<file path="config.mk">
export PLATFORM = sky130hd
export DESIGN_NAME = linear_interpolator
export DESIGN_NICKNAME = d
export VERILOG_FILES = /design/src/rtl/interp_pkg.sv /design/src/rtl/interp_ramp_gen.sv /design/src/rtl/linear_interpolator.sv
export SDC_FILE = /design/constraint.sdc
export NUM_CORES = 1
export LEC_CHECK = 0
export CORE_ASPECT_RATIO = 0.9
export CORE_MARGIN = 2
export CORE_UTILIZATION = 40
export DETAILED_ROUTE_END_ITERATION = 8
export PLACE_DENSITY = 0.64
export SLEW_MARGIN = 20
export SYNTH_ARGS = -nofsm -noshare
export SYNTH_HDL_FRONTEND = slang
export SYNTH_SLANG_ARGS = --single-unit
</file>
<file path="constraint.sdc">
create_clock -name clk -period 3.1 [get_ports clk]
set_input_delay 0.62 -clock clk [delete_from_list [all_inputs] [get_ports clk]]
set_output_delay 0.62 -clock clk [all_outputs]
set_load 0.03 [all_outputs]
</file>
<file path="src/rtl/interp_pkg.sv">
// Shared state type, shift helper and parameter guard for the linear interpolator.
`ifndef INTERP_PKG_SV
`define INTERP_PKG_SV

`define INTERP_ASSERT_POW2(l) \
  if (((l) < 2) || (((l) & ((l) - 1)) != 0)) begin : g_bad_upsample_factor \
    $error("UPSAMPLE_FACTOR must be a power of two >= 2"); \
  end

package interp_pkg;

  typedef enum logic {
    IDLE = 1'b0,
    EMIT = 1'b1
  } state_e;

  // Falls back to 1 so a bad factor still elaborates far enough for the guard to report it.
  function automatic int shift_amt(input int factor);
    return (factor < 2) ? 1 : $clog2(factor);
  endfunction

endpackage

`endif

</file>
<file path="src/rtl/interp_ramp_gen.sv">
// Ramp datapath: loads base/step from two samples, then walks acc by diff once per beat.
module interp_ramp_gen
  import interp_pkg::*;
#(
  parameter int UPSAMPLE_FACTOR = 16,
  parameter int DATA_WIDTH      = 32
) (
  input  logic                  clk,
  input  logic                  rst,
  input  logic                  load,
  input  logic                  step,
  input  logic [DATA_WIDTH-1:0] base,
  input  logic [DATA_WIDTH-1:0] target,
  output logic [DATA_WIDTH-1:0] data_out,
  output logic                  last
);

  localparam int LOG2_L = shift_amt(UPSAMPLE_FACTOR);
  localparam int ACC_W  = DATA_WIDTH + LOG2_L + 1;

  logic signed [DATA_WIDTH:0] diff_q, diff_d;
  logic signed [ACC_W-1:0]    acc_q, acc_d;
  logic [LOG2_L-1:0]          cnt_q, cnt_d;
  logic                       unused_acc_msb;

  always_comb begin
    diff_d = diff_q;
    acc_d  = acc_q;
    cnt_d  = cnt_q;
    if (load) begin
      diff_d = $signed({target[DATA_WIDTH-1], target}) - $signed({base[DATA_WIDTH-1], base});
      acc_d  = $signed({base[DATA_WIDTH-1], base, {LOG2_L{1'b0}}});
      cnt_d  = '0;
    end else if (step) begin
      acc_d = acc_q + $signed({{LOG2_L{diff_q[DATA_WIDTH]}}, diff_q});
      cnt_d = cnt_q + LOG2_L'(1);
    end
  end

  always_ff @(posedge clk) begin
    if (!rst) begin
      diff_q <= '0;
      acc_q  <= '0;
      cnt_q  <= '0;
    end else begin
      diff_q <= diff_d;
      acc_q  <= acc_d;
      cnt_q  <= cnt_d;
    end
  end

  // Arithmetic shift then truncate is just this slice; the ramp never leaves [prev, cur].
  assign data_out       = acc_q[LOG2_L +: DATA_WIDTH];
  assign last           = &cnt_q;
  assign unused_acc_msb = acc_q[ACC_W-1];

endmodule

</file>
<file path="src/rtl/linear_interpolator.sv">
// Upsampling linear interpolator with valid/ready on both sides.
// Optional INTERP_ZOH_EN adds a zoh_mode input for zero-order-hold bursts.
//
//   state | meaning
//   IDLE  | waiting for a sample, in_ready high, no output
//   EMIT  | emitting UPSAMPLE_FACTOR beats from prev toward cur
module linear_interpolator
  import interp_pkg::*;
#(
  parameter int UPSAMPLE_FACTOR = 16,
  parameter int DATA_WIDTH      = 32
) (
  input  logic                  clk,
  input  logic                  rst,
  input  logic                  in_valid,
  output logic                  in_ready,
  input  logic [DATA_WIDTH-1:0] data_in,
  output logic                  out_valid,
  input  logic                  out_ready,
  output logic [DATA_WIDTH-1:0] data_out
`ifdef INTERP_ZOH_EN
  ,
  input  logic                  zoh_mode
`endif
);

  `INTERP_ASSERT_POW2(UPSAMPLE_FACTOR)

  state_e                state_q, state_d;
  logic [DATA_WIDTH-1:0] cur_q, cur_d;
  logic [DATA_WIDTH-1:0] prev_q, prev_d;
  logic [DATA_WIDTH-1:0] ramp_base;
  logic                  ramp_load;
  logic                  ramp_step;
  logic                  ramp_last;
  logic                  zoh_sel;

  always_comb begin
    state_d   = state_q;
    cur_d     = cur_q;
    prev_d    = prev_q;
    out_valid = 1'b0;
    in_ready  = 1'b0;
`ifdef INTERP_ZOH_EN
    zoh_sel   = zoh_mode;
`else
    zoh_sel   = 1'b0;
`endif

    case (state_q)
      IDLE: begin
        in_ready = 1'b1;
      end
      EMIT: begin
        out_valid = 1'b1;
        // Look-ahead ready on the final beat keeps back-to-back bursts gapless.
        in_ready  = ramp_last && out_ready;
        if (out_ready && ramp_last) begin
          prev_d  = cur_q;
          state_d = IDLE;
        end
      end
    endcase

    ramp_load = in_valid && in_ready;
    ramp_step = out_valid && out_ready && !ramp_last;
    if (ramp_load) begin
      cur_d   = data_in;
      state_d = EMIT;
    end

    // On a streaming reload cur is about to become prev, so it is the ramp start.
    ramp_base = (state_q == EMIT) ? cur_q : prev_q;
    if (zoh_sel) ramp_base = data_in;
  end

  always_ff @(posedge clk) begin
    if (!rst) begin
      state_q <= IDLE;
      cur_q   <= '0;
      prev_q  <= '0;
    end else begin
      state_q <= state_d;
      cur_q   <= cur_d;
      prev_q  <= prev_d;
    end
  end

  interp_ramp_gen #(
    .UPSAMPLE_FACTOR(UPSAMPLE_FACTOR),
    .DATA_WIDTH     (DATA_WIDTH)
  ) u_ramp (
    .clk     (clk),
    .rst     (rst),
    .load    (ramp_load),
    .step    (ramp_step),
    .base    (ramp_base),
    .target  (data_in),
    .data_out(data_out),
    .last    (ramp_last)
  );

endmodule
</file>
==> out/results.md <==
* **count of state elements after synthesis** 138
* **length in cells of the worst reg-to-reg path** 11
* **pin count of the biggest net entering global routing** 63
* **antenna cell count** 0
* **CTS tree** built
* **Die H** 147 um
* **initial cell density of the core** 40.6%
* **class of the most critical setup path** flop to flop
* **slowest CP cell** sky130_fd_sc_hd__dfxtp_2
* **Final Hold Viols** 0
* **number of global-route vias before repair** 8006
* **Max VDD drop** 0.000302 V
* **Clk pwr share** 41.3%
* **num rows** 52
* **Cell Pwr Density** 447 nW/um2
* **count of boundary I/O pins** 70
* **detailed-route wire length per cell** 16.6 um
* **time the final worst path needs with I/O delays and setup** 3040 ps
* **total stage count of the critical path** 11
* **final worst path period share** 98.0%
* **fraction of layout instances using a drive strength above 1** 12.5%
* **setup repair after global routing missed its margin** true
* **Worst Setup Start Kind** flop
* **smallest hold slack** 453 ps
* **Nets** 1381
* **worst hold path class** flop to flop
* **post-route cell area** 11100 um2
* **detailed-route wire length** 26.4 mm
* **root buffer cell** sky130_fd_sc_hd__clkbuf_16
* **final setup violation count** 0
* **register share of total power** 38.8%
* **grt total ovfl** 0
* **highest fanout seen on the critical path** 10
* **Net Count, Synth** 1295
* **Max Transition Viols Final** 0
* **per-cell via count in the routed design** 5.47
* **die boundary width** 163 um
* **Placeable Area** 22400 um2
* **portion of synthesized cell area occupied by the leading cell type** 30.4%
* **gp weighted congestion** 0.905
* **gr usage total** 22.2%
* **proportion of register bits with asynchronous set or reset after synthesis** 0%
* **Num Clock Sinks** 138
* **number of max-cap violations** 0
* **Warnings, synthesis** 0
* **final clock skew** 13.8 ps
* **worst slew margin relative to its limit** 54.1%
* **required time of the critical path** 3400 ps
* **clock latency at the later pin of the worst-skew pair** 430 ps
* **initial antenna violation count** 0
* **cell type contributing the most total cell area after synthesis** sky130_fd_sc_hd__dfxtp_1
* **Pleak** 0.00435 uW
* **final-layout fill cell count** 2200
* **most instantiated library cell after synthesis** sky130_fd_sc_hd__nand2_1
* **status** finished, final reports clean
* **total power** 4950 uW
* **sequential share of the synthesized area** 30.4%
* **total buffers and inverters traversed by the critical path** 1
* **number of nets still failing antenna checks after routing** 0
* **Pint** 3500 uW
* **area growth from synthesis to layout** 21.9%
* **arrival time of data at the critical path endpoint** 3340 ps
* **worst-margin pin slew** 688 ps
* **clock buffers created by TritonCTS** 17
* **Post-Place Cell Area** 10400 um2
* **deepest level of the CTS H-tree** 4
* **cells taking the most area after synthesis** sky130_fd_sc_hd__dfxtp_1 30%, sky130_fd_sc_hd__ha_1 9.4%, sky130_fd_sc_hd__a21oi_1 8.6%
* **Bufs on Longest Clock Path** 2
* **kind of cell adding the most delay to the critical path** compound AO/OA/AOI/OAI gates
* **global-route wire length before repair** 42.3 mm
* **Post-Synthesis Cell Area** 9100 um2
* **# DRC** 0
* **DR pass1 iterations** 5
* **Setup crit end kind** flop
* **commonest cells in the synthesized netlist** 208 x sky130_fd_sc_hd__nand2_1, 157 x sky130_fd_sc_hd__a21oi_1, 138 x sky130_fd_sc_hd__dfxtp_1, 95 x sky130_fd_sc_hd__nor2_1, 68 x sky130_fd_sc_hd__ha_1
* **core occupancy in the finished layout** 49.6%
* **DRT iter0 DRCs** 651
* **count of port buffers added during placement** 69
* **cells along the critical path** buf_12, mux2i_1, ha_1, a21o_1, or3_1, o2111ai_1, o211a_1, o22ai_2, a221oi_2, xor2_1, o21ai_0
* **Cells after Synth** 1189
* **Net Sw Frac** 29.3%
* **count of flip-flops with a built-in enable after synthesis** 0
* **count of different cell masters after synthesis** 69
* **die area** 24000 um2
* **maximum achievable frequency** 329 MHz
* **number of cells traversed by the worst hold path** 2
* **Post-CTS Hold Fix Bufs** 0
* **part of the power in combinational logic** 20.0%
* **commonest register cell after synthesis** sky130_fd_sc_hd__dfxtp_1
* **average cell area after synthesis** 7.65 um2
* **HPWL Detailed** 19.6 mm
* **vias post-DR** 8671
* **clock transition at the register clock pins on the worst setup and hold paths after CTS** 60 ps
* **largest stage delay on the critical path** 420 ps
* **P_sw** 1450 uW
* **total negative slack** 0 ps
-- registers in the layout, summed over array words and instances, names as in the netlist --
name,count
u_ramp.diff_q,33
cur_q,32
u_ramp.cnt_q,4
prev_q,32
u_ramp.acc_q,36
state_q,1
-- worst register-to-register path, cell delays in order, from the launching register on --
cell                        delay [ps]
sky130_fd_sc_hd__dfxtp_2           420
sky130_fd_sc_hd__buf_12            170
sky130_fd_sc_hd__mux2i_1           300
sky130_fd_sc_hd__ha_1              310
sky130_fd_sc_hd__a21o_1            180
sky130_fd_sc_hd__or3_1             350
sky130_fd_sc_hd__o2111ai_1         240
sky130_fd_sc_hd__o211a_1           250
sky130_fd_sc_hd__o22ai_2           130
sky130_fd_sc_hd__a221oi_2          260
sky130_fd_sc_hd__xor2_1            210
sky130_fd_sc_hd__o21ai_0            90
-- layer usage --
metal,vias to the layer above,track usage (%),part of all wire [%]
li1,4392,-,-
met1,4034,34.5,52
met2,227,32.3,42
met3,18,3.30,5.5
met4,0,4.69,0.77
met5,-,0,0
-- kinds of logic (layout without fill, tap and decap cells) --
| kind of cell | count (synthesis) | after routing | synth area share [%] |
|---|---|---|---|
| and+or+nand+nor | 424 | 424 | 20.2 |
| AOI/OAI and AO/OA | 354 | 354 | 24.9 |
| DFF | 138 | 138 | 30.4 |
| buffers and inverters | 123 | 222 | 6.53 |
| adders and majority gates | 70 | 70 | 9.79 |
| xor gates and xnor gates | 44 | 44 | 4.24 |
| muxes | 36 | 36 | 3.99 |
-- cell usage in the layout (no fill, tap or decap), types with 26 or more instances in the layout --
| master | Yosys | layout |
|---|---|---|
| sky130_fd_sc_hd__a21o_1 | 29 | 29 |
| sky130_fd_sc_hd__a21oi_1 | 157 | 154 |
| sky130_fd_sc_hd__buf_4 | 32 | 91 |
| sky130_fd_sc_hd__clkdlybuf4s50_1 | 0 | 69 |
| sky130_fd_sc_hd__dfxtp_1 | 138 | 137 |
| sky130_fd_sc_hd__ha_1 | 68 | 65 |
| sky130_fd_sc_hd__inv_1 | 27 | 26 |
| sky130_fd_sc_hd__mux2i_1 | 34 | 27 |
| sky130_fd_sc_hd__nand2_1 | 208 | 207 |
| sky130_fd_sc_hd__nand3_1 | 36 | 36 |
| sky130_fd_sc_hd__nor2_1 | 95 | 92 |
| sky130_fd_sc_hd__o21ai_0 | 46 | 46 |
| sky130_fd_sc_hd__xnor2_1 | 26 | 26 |
-- final cells by class --
class                           instances  area, um2  area share, %
Tap cell                              297        372           3.35
Inverter                               27        103          0.925
Clock inverter                         12        124           1.12
Clock buffer                           20        457           4.12
Multi-Input combinational cell        928       5840           52.6
Sequential cell                       138       2760           24.9
Timing Repair Buffer                  163       1430           12.9
-- through the flow --
stage,instances,setup slack (ps)
floorplan,1189,64.7
global placement,1553,-214
detailed placement,1553,-241
CTS,1585,55.0
global route,1585,-80.1
finish,1585,61.5
-- worst paths after layout --
kind / slack (ps) / end / start
worst max-delay path: 60 / u_ramp.diff_q[29]$_SDFFE_PN0P_ / state_q$_SDFF_PN0_
worst min-delay path: 450 / prev_q[4]$_SDFFE_PN0P_ / prev_q[4]$_SDFFE_PN0P_
worst max register to register: 60 / u_ramp.diff_q[29]$_SDFFE_PN0P_ / state_q$_SDFF_PN0_
worst min register to register: 450 / prev_q[4]$_SDFFE_PN0P_ / prev_q[4]$_SDFFE_PN0P_
-- power groups by stage --
stage               logic [uW]  registers [uW]  clock network (uW)
floorplan                  646            1930                   0
global placement           951            1950                   0
detailed placement         957            1960                   0
CTS                        965            1920                2080
global route              1090            1930                2150
finish                     988            1920                2040
-- repair_timing --
item                                   CTS  global route
setup endpoints to repair                0            11
setup buffers                            0             0
gates resized for setup                  0            15
endpoints found under the hold margin    0             0
(Power assumes the default switching activity.)
